[src/rtl/grf_wb_pkg.sv]
// Shared types and sizing for the GRF write-back arbiter.
//   REG_AW     : GRF register address width
//   DATA_W     : data / instruction-address width
//   DEPTH      : long-channel FIFO entries (power of two)
//   STARVE_MAX : consecutive blocked cycles before a pipeline hold request
//   wb_req_t   : one write-back request {addr, data, pc}
package grf_wb_pkg;

  localparam int unsigned REG_AW     = 5;
  localparam int unsigned DATA_W     = 32;
  localparam int unsigned DEPTH      = 4;
  localparam int unsigned STARVE_MAX = 4;

  typedef struct packed {
    logic [REG_AW-1:0] addr;
    logic [DATA_W-1:0] data;
    logic [DATA_W-1:0] pc;
  } wb_req_t;

endpackage

[src/rtl/wb_fifo.sv]
// Synchronous FIFO of write-back requests for the long-latency channel.
// Ports:
//   clk, reset      : rising-edge clock, asynchronous active-high reset
//   push, push_data : enqueue request (ignored when full)
//   pop             : dequeue head (ignored when empty)
//   full, empty     : start-of-cycle occupancy flags
//   head            : current head entry, valid while !empty
module wb_fifo
  import grf_wb_pkg::*;
#(
  parameter int unsigned FIFO_DEPTH = DEPTH
) (
  input  logic    clk,
  input  logic    reset,
  input  logic    push,
  input  wb_req_t push_data,
  input  logic    pop,
  output logic    full,
  output logic    empty,
  output wb_req_t head
);

  localparam int unsigned AW = $clog2(FIFO_DEPTH);
  localparam int unsigned PW = AW + 1;

  // Extra pointer MSB distinguishes full from empty when the low bits match.
  logic [PW-1:0] wr_ptr;
  logic [PW-1:0] rd_ptr;
  wb_req_t       mem [FIFO_DEPTH];
  logic          do_push;
  logic          do_pop;

  assign empty   = (wr_ptr == rd_ptr);
  assign full    = (wr_ptr[AW] != rd_ptr[AW]) && (wr_ptr[AW-1:0] == rd_ptr[AW-1:0]);
  assign do_push = push && !full;
  assign do_pop  = pop && !empty;
  assign head    = mem[rd_ptr[AW-1:0]];

  // Pointer update.
  always_ff @(posedge clk or posedge reset) begin
    if (reset) begin
      wr_ptr <= '0;
      rd_ptr <= '0;
    end else begin
      if (do_push) wr_ptr <= wr_ptr + PW'(1);
      if (do_pop)  rd_ptr <= rd_ptr + PW'(1);
    end
  end

  // Storage needs no reset; entries are only read between push and pop.
  always_ff @(posedge clk) begin
    if (do_push) mem[wr_ptr[AW-1:0]] <= push_data;
  end

endmodule

[src/rtl/grf_wb_arbiter.sv]
// Write-back arbiter and busy scoreboard for the GRF's single write port.
// The in-order pipeline always wins; long-latency results queue in wb_fifo
// and drain on cycles the pipeline leaves free.
// Ports:
//   clk, reset                        : clock, asynchronous active-high reset
//   p_valid/p_addr/p_data/p_pc        : pipeline write-back request
//   l_valid/l_ready/l_addr/l_data/l_pc: long-channel request with accept
//   iss_valid/iss_addr                : long-op issue, marks destination busy
//   busy                              : per-register pending-long-result bits
//   pipe_hold                         : one-cycle request to idle the pipeline
//   hold_err                          : sticky, pipeline wrote during pipe_hold
//   wb_we/wb_addr/wb_data/wb_iaddr    : registered GRF write port
module grf_wb_arbiter
  import grf_wb_pkg::*;
(
  input  logic              clk,
  input  logic              reset,
  input  logic              p_valid,
  input  logic [REG_AW-1:0] p_addr,
  input  logic [DATA_W-1:0] p_data,
  input  logic [DATA_W-1:0] p_pc,
  input  logic              l_valid,
  output logic              l_ready,
  input  logic [REG_AW-1:0] l_addr,
  input  logic [DATA_W-1:0] l_data,
  input  logic [DATA_W-1:0] l_pc,
  input  logic              iss_valid,
  input  logic [REG_AW-1:0] iss_addr,
  output logic [31:0]       busy,
  output logic              pipe_hold,
  output logic              hold_err,
  output logic              wb_we,
  output logic [REG_AW-1:0] wb_addr,
  output logic [DATA_W-1:0] wb_data,
  output logic [DATA_W-1:0] wb_iaddr
);

  localparam int unsigned CW = $clog2(STARVE_MAX + 1);

  logic          live;
  logic          fifo_full;
  logic          fifo_empty;
  logic          push;
  logic          pop;
  wb_req_t       l_req;
  wb_req_t       head;
  logic [CW-1:0] starve_cnt;

  logic              wb_we_nxt;
  logic [REG_AW-1:0] wb_addr_nxt;
  logic [DATA_W-1:0] wb_data_nxt;
  logic [DATA_W-1:0] wb_iaddr_nxt;
  logic [31:0]       busy_nxt;
  logic [CW-1:0]     starve_cnt_nxt;
  logic              pipe_hold_nxt;
  logic              hold_err_nxt;

  // A pipeline write to r0 is no request at all.
  assign live    = p_valid && (p_addr != '0);
  assign l_ready = !fifo_full;
  assign push    = l_valid && !fifo_full;
  assign pop     = !live && !fifo_empty;
  assign l_req   = '{addr: l_addr, data: l_data, pc: l_pc};

  wb_fifo #(.FIFO_DEPTH(DEPTH)) u_fifo (
    .clk       (clk),
    .reset     (reset),
    .push      (push),
    .push_data (l_req),
    .pop       (pop),
    .full      (fifo_full),
    .empty     (fifo_empty),
    .head      (head)
  );

  // Next-state: write port, scoreboard, starvation tracking.
  always_comb begin
    wb_we_nxt      = 1'b0;
    wb_addr_nxt    = wb_addr;
    wb_data_nxt    = wb_data;
    wb_iaddr_nxt   = wb_iaddr;
    busy_nxt       = busy;
    starve_cnt_nxt = starve_cnt;
    pipe_hold_nxt  = 1'b0;
    hold_err_nxt   = hold_err | (pipe_hold && live);

    // Arbitration: live pipeline, else FIFO head; r0 heads are dropped silently.
    if (live) begin
      wb_we_nxt    = 1'b1;
      wb_addr_nxt  = p_addr;
      wb_data_nxt  = p_data;
      wb_iaddr_nxt = p_pc;
    end else if (pop && (head.addr != '0)) begin
      wb_we_nxt    = 1'b1;
      wb_addr_nxt  = head.addr;
      wb_data_nxt  = head.data;
      wb_iaddr_nxt = head.pc;
    end

    // Clear on pop, set on issue; the decoder never lets these hit one register.
    if (pop && (head.addr != '0)) busy_nxt[head.addr] = 1'b0;
    if (iss_valid && (iss_addr != '0)) busy_nxt[iss_addr] = 1'b1;

    // A non-empty FIFO that does not pop has lost to the pipeline this cycle.
    if (fifo_empty || pop) begin
      starve_cnt_nxt = '0;
    end else if (starve_cnt == CW'(STARVE_MAX - 1)) begin
      starve_cnt_nxt = '0;
      pipe_hold_nxt  = 1'b1;
    end else begin
      starve_cnt_nxt = starve_cnt + CW'(1);
    end
  end

  // State and output registers.
  always_ff @(posedge clk or posedge reset) begin
    if (reset) begin
      wb_we      <= 1'b0;
      wb_addr    <= '0;
      wb_data    <= '0;
      wb_iaddr   <= '0;
      busy       <= '0;
      starve_cnt <= '0;
      pipe_hold  <= 1'b0;
      hold_err   <= 1'b0;
    end else begin
      wb_we      <= wb_we_nxt;
      wb_addr    <= wb_addr_nxt;
      wb_data    <= wb_data_nxt;
      wb_iaddr   <= wb_iaddr_nxt;
      busy       <= busy_nxt;
      starve_cnt <= starve_cnt_nxt;
      pipe_hold  <= pipe_hold_nxt;
      hold_err   <= hold_err_nxt;
    end
  end

endmodule

[config.mk]
export PLATFORM = sky130hd
export DESIGN_NAME = grf_wb_arbiter
export DESIGN_NICKNAME = d
export VERILOG_FILES = /design/src/rtl/grf_wb_pkg.sv /design/src/rtl/wb_fifo.sv /design/src/rtl/grf_wb_arbiter.sv
export SDC_FILE = /design/constraint.sdc
export NUM_CORES = 1
export LEC_CHECK = 0
export CAP_MARGIN = 20
export CORE_ASPECT_RATIO = 0.8
export CORE_MARGIN = 10
export CORE_UTILIZATION = 45
export CTS_CLUSTER_SIZE = 25
export DETAILED_ROUTE_END_ITERATION = 8
export PLACE_DENSITY_LB_ADDON = 0.1
export SETUP_SLACK_MARGIN = 0.5
export SKIP_LAST_GASP = 1
export SYNTH_ARGS = -nofsm -noshare
export SYNTH_HDL_FRONTEND = slang
export SYNTH_SLANG_ARGS = --single-unit
[constraint.sdc]
create_clock -name clk -period 4.2 [get_ports clk]
set_input_delay 1.26 -clock clk [delete_from_list [all_inputs] [get_ports clk]]
set_output_delay 1.26 -clock clk [all_outputs]
set_load 0.005 [all_outputs]
==> summary.txt, run 1 <==
Critical path
  – Buf+Inv Stages, Crit Path: 1
  – Critical path capture point type: output port
  – Kind of critical path: flop to output port
  – R2R Setup Slk: 1.35 ns
  – Maximum fanout along the worst path: 21
  – Top delay family on crit path: flip-flops
  – CP arrival: ~2.2 ns
  – Crit start category: flop
  – CP required: between 2 and 3 ns
  – Crit-path cells: xnor2_1 -> nand3_1 -> clkdlybuf4s50_1
  – Delay of the slowest critical-path stage: 0.64 ns
  – CP max stage cell: dfrtp_4

Logic synthesis
  – Mapped cell area: 0.0150 mm2
  – Yosys reg bits: 389
  – Ys Warns: 0
  – Post-synth EDFFs: ~280
  – Library cells used by synthesis: 37
  – Sequential element share of the synthesized area: 73.9%
  – Post-synth ARST share: 29.0%
  – Syn Area/Cell: 16.4 um2
  – Cells after Synth: 917
  – Net count after synthesis: 1071
  – Synth Flop Type: edfxtp_1

Die
  – Die Wd: roughly 220 um
  – IO Count: between 200 and 300
  – Initial Utilization: 45.9%
  – CORE AREA: around 0.033 mm2
  – Cell Rows: 59
  – Die footprint: 0.0412 mm2
  – DIE HEIGHT: 184 um

Clocking
  – Root Buffer: clkbuf_16
  – Cts bufs inserted: 40
  – Post-CTS setup buffer count: 0
  – Clock-pin slew on the worst setup and hold paths: 0.06 ns
  – CTS Sinks: 389
  – Post_cts resized: 0
  – H-tree levels: 2
  – CTS Hold Bufs: 0
  – Clk buf depth: 3
  – CTS tree: done
  – Worst-Skew Late Latency: 0.52 ns

Drt
  – DRC: 0
  – Drt total wl: around 36000 um
  – Routed len/inst: 22.1 um
  – Vias: slightly below 9000
  – Vias per inst: 5.41
  – Antenna Nets Post-Route: 0
  – Initial DRC count: 553
  – DRT Pass-1 Iters: 5

STA
  – Tcrit/Tclk final: 82.9%
  – Post-route minimum period: 3.48 ns
  – Post-route setup TNS: 0 ns
  – Endpoints failing setup: 0
  – RSZ-0062 raised after global routing: false
  – Final hold violation count: 0
  – Setup Skew: 0.0107 ns
  – Relative slew slack: between 30% and 40%
  – Worst hold slack: 0.382 ns
  – Achievable Freq: 287 MHz
  – Max Slew Vio Count: 0
  – Worst-margin pin slew: 0.979 ns

Power and ir drop
  – Switching power: 4.33 mW
  – Leakage: around 6.7 nW
  – Switching Share: 31.1%
  – Combinational Power Share: 34.7%
  – Power Density: about 720 mW/mm2
  – Part of the power in registers: 41.8%
  – Max VDD drop: 0.539 mV
  – Clock power frac: 23.5%
  – P_int: between 9 and 10 mW

Cells and area
  – Share of cells above drive strength 1: 13.8%
  – Nets: 1337
  – Area Growth Syn to Fin: 28.4%
  – Core Util, Final: about three fifths
  – Cell area after layout: 0.0193 mm2
  – Finished Layout Cells: 1642

GRT
  – All-Layer GR Usage: approximately 18%
  – Vias in the first global route: 9490
  – Grt ovf: 0
  – Global-route wire length before repair: 56400 um
  – Initial antenna violation count: 6
  – Largest net degree at the start of global routing: 66

Placement
  – Port Buf Inserts: 252
  – Routability congestion estimate: 0.789
  – Placed Cells: between 1500 and 2000
  – Post-DP HPWL: 23400 um
  – Placed instance area: approximately 0.018 mm2

Job
  – MaxCap Viol Count: 0

Status
  – Outcome: completed

Worst hold path
  – Worst hold-check path type: flop to flop
cells by family after synthesis:
logic type / after synthesis / share of synthesized area [%]
AO/OA/AOI/OAI: 199 / 7.22
adder cells (fa/ha/maj): 6 / 0.499
multiplexers: 70 / 10.4
XOR/XNOR: 7 / 0.408
flip-flops: 389 / 73.9
AND/OR/NAND/NOR: 193 / 5.49
buffers and inverters: 53 / 2.09
metal layers:
layer / global-route usage, % / vias to the layer above / routed length (um)
met2: 28.0 / 234 / 17100
met3: 4.93 / 52 / 2520
li1: - / 4025 / -
met5: 0 / - / 44
met4: 4.21 / 8 / 600
met1: 23.4 / 4566 / 16100
cell type report:
cell class              count  area [um2]
multi-input cells         475        3660
inverters                   5        22.5
clock inverters             9        46.3
clock buffers              63        1160
repair buffers            272        2760
diodes                      2        5.00
fillers                  2571       13500
well taps                 427         534
flip-flops and latches    389       11100
worst register-to-register path: stages, from the launching register on:
cell and delay, ns:
dfrtp_4 0.54, mux4_2 0.66, or3_4 0.49, o21a_4 0.52, a21oi_1 0.40, a21oi_1 0.11
metrics by stage:
step	power, mW	setup WS [ns]
3_3_place_gp	10.8	0.687
5_1_grt	14.8	0.625
6_report	13.9	0.719
3_5_place_dp	10.8	0.635
2_1_floorplan	8.71	0.807
4_1_cts	14.1	0.529
cell usage in the layout, fill, tap and decap left out, types with 6 or more instances in the layout:
cell type / netlist / routed
a21oi_1: 115 / 115
a21oi_2: 13 / 13
buf_12: 0 / 7
buf_4: 1 / 13
clkbuf_1: 22 / 17
clkbuf_16: 0 / 41
clkdlybuf4s50_1: 0 / 252
dfrtp_1: 113 / 111
edfxtp_1: 276 / 276
ha_1: 6 / 6
mux4_2: 69 / 69
nand2_1: 76 / 76
nand2b_1: 6 / 6
nand3_1: 8 / 8
nor2_1: 78 / 78
o21ai_0: 61 / 60
power by group through the flow:
stage / registers [mW] / logic, mW / clock network [mW]
finish: 5.83 / 4.84 / 3.27
floorplan: 5.82 / 2.89 / 0
CTS: 5.87 / 4.89 / 3.35
global route: 5.95 / 5.31 / 3.51
detailed placement: 5.94 / 4.87 / 0
global placement: 5.91 / 4.85 / 0
sequential cells by signal, indices dropped and copies added, names as in the netlist, 3 cells and up:
register / count
u_fifo.mem: 276
u_fifo.wr_ptr: 3
busy: 32
wb_addr: 5
u_fifo.rd_ptr: 3
wb_iaddr: 32
wb_data: 32
starve_cnt: 3
cell usage after synthesis, drive strengths merged, types with 2 or more instances:
cell	instances	share of area, %
nand3	8	0.27
nor2	78	1.9
nand2b	6	0.25
a21oi	128	4.6
xor2	2	0.12
or2	2	0.083
xnor2	5	0.29
a221oi	5	0.29
nand2	76	1.9
o21a	2	0.10
nand3b	3	0.15
clkbuf	22	0.55
inv	5	0.12
nor3b	2	0.10
o21ai	62	2.1
dfrtp	113	19
mux4	69	10
ha	6	0.50
nand4	5	0.21
nor2b	4	0.17
edfxtp	276	55
buf	26	1.4
and3	4	0.17
final timing paths:
| path | from | to | cells after the start |
|---|---|---|---|
| setup / recovery | u_fifo.rd_ptr[1] | l_ready | 3 |
| hold / removal | busy[0] | busy[0] | 0 |
| setup reg to reg | u_fifo.rd_ptr[0] | wb_iaddr[27] | 5 |
| hold reg to reg | busy[0] | busy[0] | 0 |
| max in group asynchronous | reset | wb_iaddr[16] | 3 |
| min in group asynchronous | reset | busy[15] | 2 |
No activity file was read; power rests on OpenSTA's default activity.
==> run 2, diff against run 1 <==
==> constraint.sdc (replaced) <==
create_clock -name clk -period 3.6 [get_ports clk]
set_input_delay 1.08 -clock clk [delete_from_list [all_inputs] [get_ports clk]]
set_output_delay 1.08 -clock clk [all_outputs]
set_load 0.005 [all_outputs]
==> run 2 against run 1 <==
Against the previous run:
- die area unchanged
- design area rose by 0.14%
- largest power group unchanged
- sequential power grew 16%
- critical endpoint unchanged
- flip-flop and latch count is the same
- power up 17%
- count of clock-buffer cells in the layout decreased by 1
- final cell count is 0.12% higher
- first-iteration DRC count increased by 7.1%
- combinational power increased by 18%
- global-route usage up 0.22 points
- critical path depth unchanged
==> summary.txt, run 2 (synthesis results as in run 1) <==
STA
  – RSZ-0062 raised after global routing: false
  – Max Slew Vio Count: 0 (unchanged)
  – Worst-margin pin slew: 0.998 ns (+0.0183 ns)
  – Final hold violation count: 0 (unchanged)
  – Endpoints failing setup: 0 (unchanged)
  – Post-route setup TNS: 0 ns (unchanged)
  – Setup Skew: 0.0141 ns (+0.00337 ns)
  – Post-route minimum period: approximately 2.9 ns
  – Achievable Freq: 340 MHz
  – Tcrit/Tclk final: about four fifths
  – Relative slew slack: 33.5% (-1.2 points)

Drt
  – Routed len/inst: 22.2 um (+0.36%)
  – Antenna Nets Post-Route: 0 (unchanged)
  – Drt total wl: 36500 um (+0.48%)
  – Initial DRC count: 592 (+7.1%)
  – DRT Pass-1 Iters: 4 (-1)
  – Vias per inst: 5.41 (about the same)
  – Vias: 8891 (+0.068%)
  – DRC: 0 (unchanged)

Clocking
  – Clock-pin slew on the worst setup and hold paths: 0.06 ns (about the same)
  – Clk buf depth: 3 (unchanged)
  – H-tree levels: 2 (unchanged)
  – CTS Sinks: 389 (unchanged)
  – Root Buffer: clkbuf_16
  – Worst-Skew Late Latency: 0.53 ns (about the same)
  – Cts bufs inserted: 39 (-2.5%)
  – CTS tree: done

Cells and area
  – Most common cell after layout, fill and taps aside: edfxtp_1
  – Most frequent cells in the layout: edfxtp_1 (276), clkdlybuf4s50_1 (251), a21oi_1 (115)
  – Share of cells above drive strength 1: 13.9% (+0.071 points)
  – Area Growth Syn to Fin: 28.5%
  – # fillers: 2550 (-0.82%)
  – Nets: 1338 (+0.075%)
  – Largest register FFs: 276 (unchanged)

Die
  – IO Count: 253 (unchanged)
  – Die footprint: 0.0412 mm2 (unchanged)
  – CORE AREA: 0.0328 mm2 (unchanged)
  – Cell Rows: 59 (unchanged)
  – Initial Utilization: 45.9% (unchanged)
  – Die Wd: 224 um (unchanged)
  – DIE HEIGHT: 184 um (unchanged)

Critical path
  – Critical path capture point type: output port
  – Top delay family on crit path: flip-flops
  – Buf+Inv Stages, Crit Path: 1 (unchanged)
  – CP required: 2.52 ns (-0.42 ns)
  – Crit-path cells: xnor2_1 -> nand3_2 -> dlygate4sd2_1
  – Delay of the slowest critical-path stage: 0.59 ns (-0.05 ns)
  – CP arrival: 1.86 ns (-0.36 ns)
  – Crit start category: flop
  – Kind of critical path: flop to output port
  – R2R Setup Slk: 0.77 ns (-0.58 ns)
  – CP max stage cell: dfrtp_4
  – Maximum fanout along the worst path: 12 (-43%)

Power and ir drop
  – Max VDD drop: 0.568 mV (+5.4%)
  – Combinational Power Share: 34.8% (about the same)
  – Switching Share: 31.0% (-0.074 points)
  – Power Density: 844 mW/mm2 (+17%)
  – P_int: 11.3 mW (+17%)
  – Switching power: 5.06 mW (+17%)
  – Leakage: 6.68 nW (+0.23%)
  – Final Power: 16.3 mW (+17%)
  – Part of the power in registers: 41.5% (-0.3 points)
  – Clock power frac: 23.7% (+0.2 points)

Placement
  – Post-DP HPWL: 23800 um (+1.5%)
  – Port Buf Inserts: 252 (unchanged)
  – Routability congestion estimate: 0.791 (+0.25%)

GRT
  – Grt ovf: 0 (unchanged)
  – Largest net degree at the start of global routing: 73 (+11%)
  – Vias in the first global route: 9457 (-0.35%)
  – All-Layer GR Usage: 17.7% (+0.22 points)
  – Initial antenna violation count: 5 (-1)
  – Global-route wire length before repair: 56900 um (+0.95%)

Status
  – Outcome: completed

Job
  – MaxCap Viol Count: 0 (unchanged)

Worst hold path
  – Worst hold-check path type: flop to flop
[run 2: changes by cell type in the layout (fill, tap and decap cells not counted)]
cell | before | now
buf_4 | 13 | 15
clkinvlp_4 | 3 | 1
bufinv_16 | 0 | 1
clkbuf_8 | 5 | 4
clkdlybuf4s50_1 | 252 | 251
clkinv_1 | 3 | 4
diode_2 | 2 | 3
dlygate4sd2_1 | 0 | 1
nand3_1 | 8 | 7
nand3_2 | 0 | 1
[run 2: per-stage QoR]
step / hold slack [ns] / setup WS [ns] / std cells / cell area (um2) / util, %
6_report: 0.377 / 0.655 / 1644 / 19300 / 59.0
5_1_grt: 0.390 / 0.530 / 1642 / 19300 / 59.0
4_1_cts: 0.381 / 0.574 / 1641 / 19300 / 59.0
3_5_place_dp: 0.368 / 0.311 / 1570 / 18100 / 55.3
3_3_place_gp: 0.367 / 0.350 / 1570 / 18100 / 55.3
2_1_floorplan: 0.416 / 0.804 / 917 / 15100 / -
[run 2: area by class of cell]
cell class | count | area (um2) | share of cell area [%]
clock inverter | 9 | 65.1 | 0.336
timing repair buffer | 274 | 2770 | 14.3
sequential | 389 | 11100 | 57.5
clock buffer | 62 | 1140 | 5.92
tap | 427 | 534 | 2.76
antenna | 3 | 7.51 | 0.0388
multi-input combinational | 475 | 3660 | 19.0
inverter | 5 | 22.5 | 0.116
[run 2: power by group through the flow]
stage	logic (mW)	clock network, mW	registers (mW)
after floorplan	3.37	0	6.76
after global placement	5.76	0	6.84
after detailed placement	5.80	0	6.86
after CTS	5.82	3.97	6.78
after global routing	6.24	4.13	6.93
final	5.69	3.86	6.77
[run 2: timing repair]
item,in CTS,in global routing
gates resized for setup,1,1
hold buffers,0,0
setup endpoints to repair,1,1
setup buffers,0,0
cloned,0,0
[run 2: path summary, 6_finish.rpt]
path	from	endpoint	depth (start not counted)
worst max-delay path	u_fifo.rd_ptr[0]	l_ready	3
worst min-delay path	busy[0]	busy[0]	0
worst max register to register	u_fifo.rd_ptr[0]	wb_data[24]	5
worst min register to register	busy[0]	busy[0]	0
max in group asynchronous	reset	wb_iaddr[14]	3
min in group asynchronous	reset	wb_data[30]	2
[run 2: metal layers]
layer | GRT usage, % | routed length (um) | vias to the layer above
met5 | 0 | 25 | -
li1 | - | - | 4041
met3 | 4.82 | 2490 | 51
met2 | 28.0 | 17100 | 245
met1 | 24.2 | 16300 | 4550
met4 | 4.10 | 549 | 4
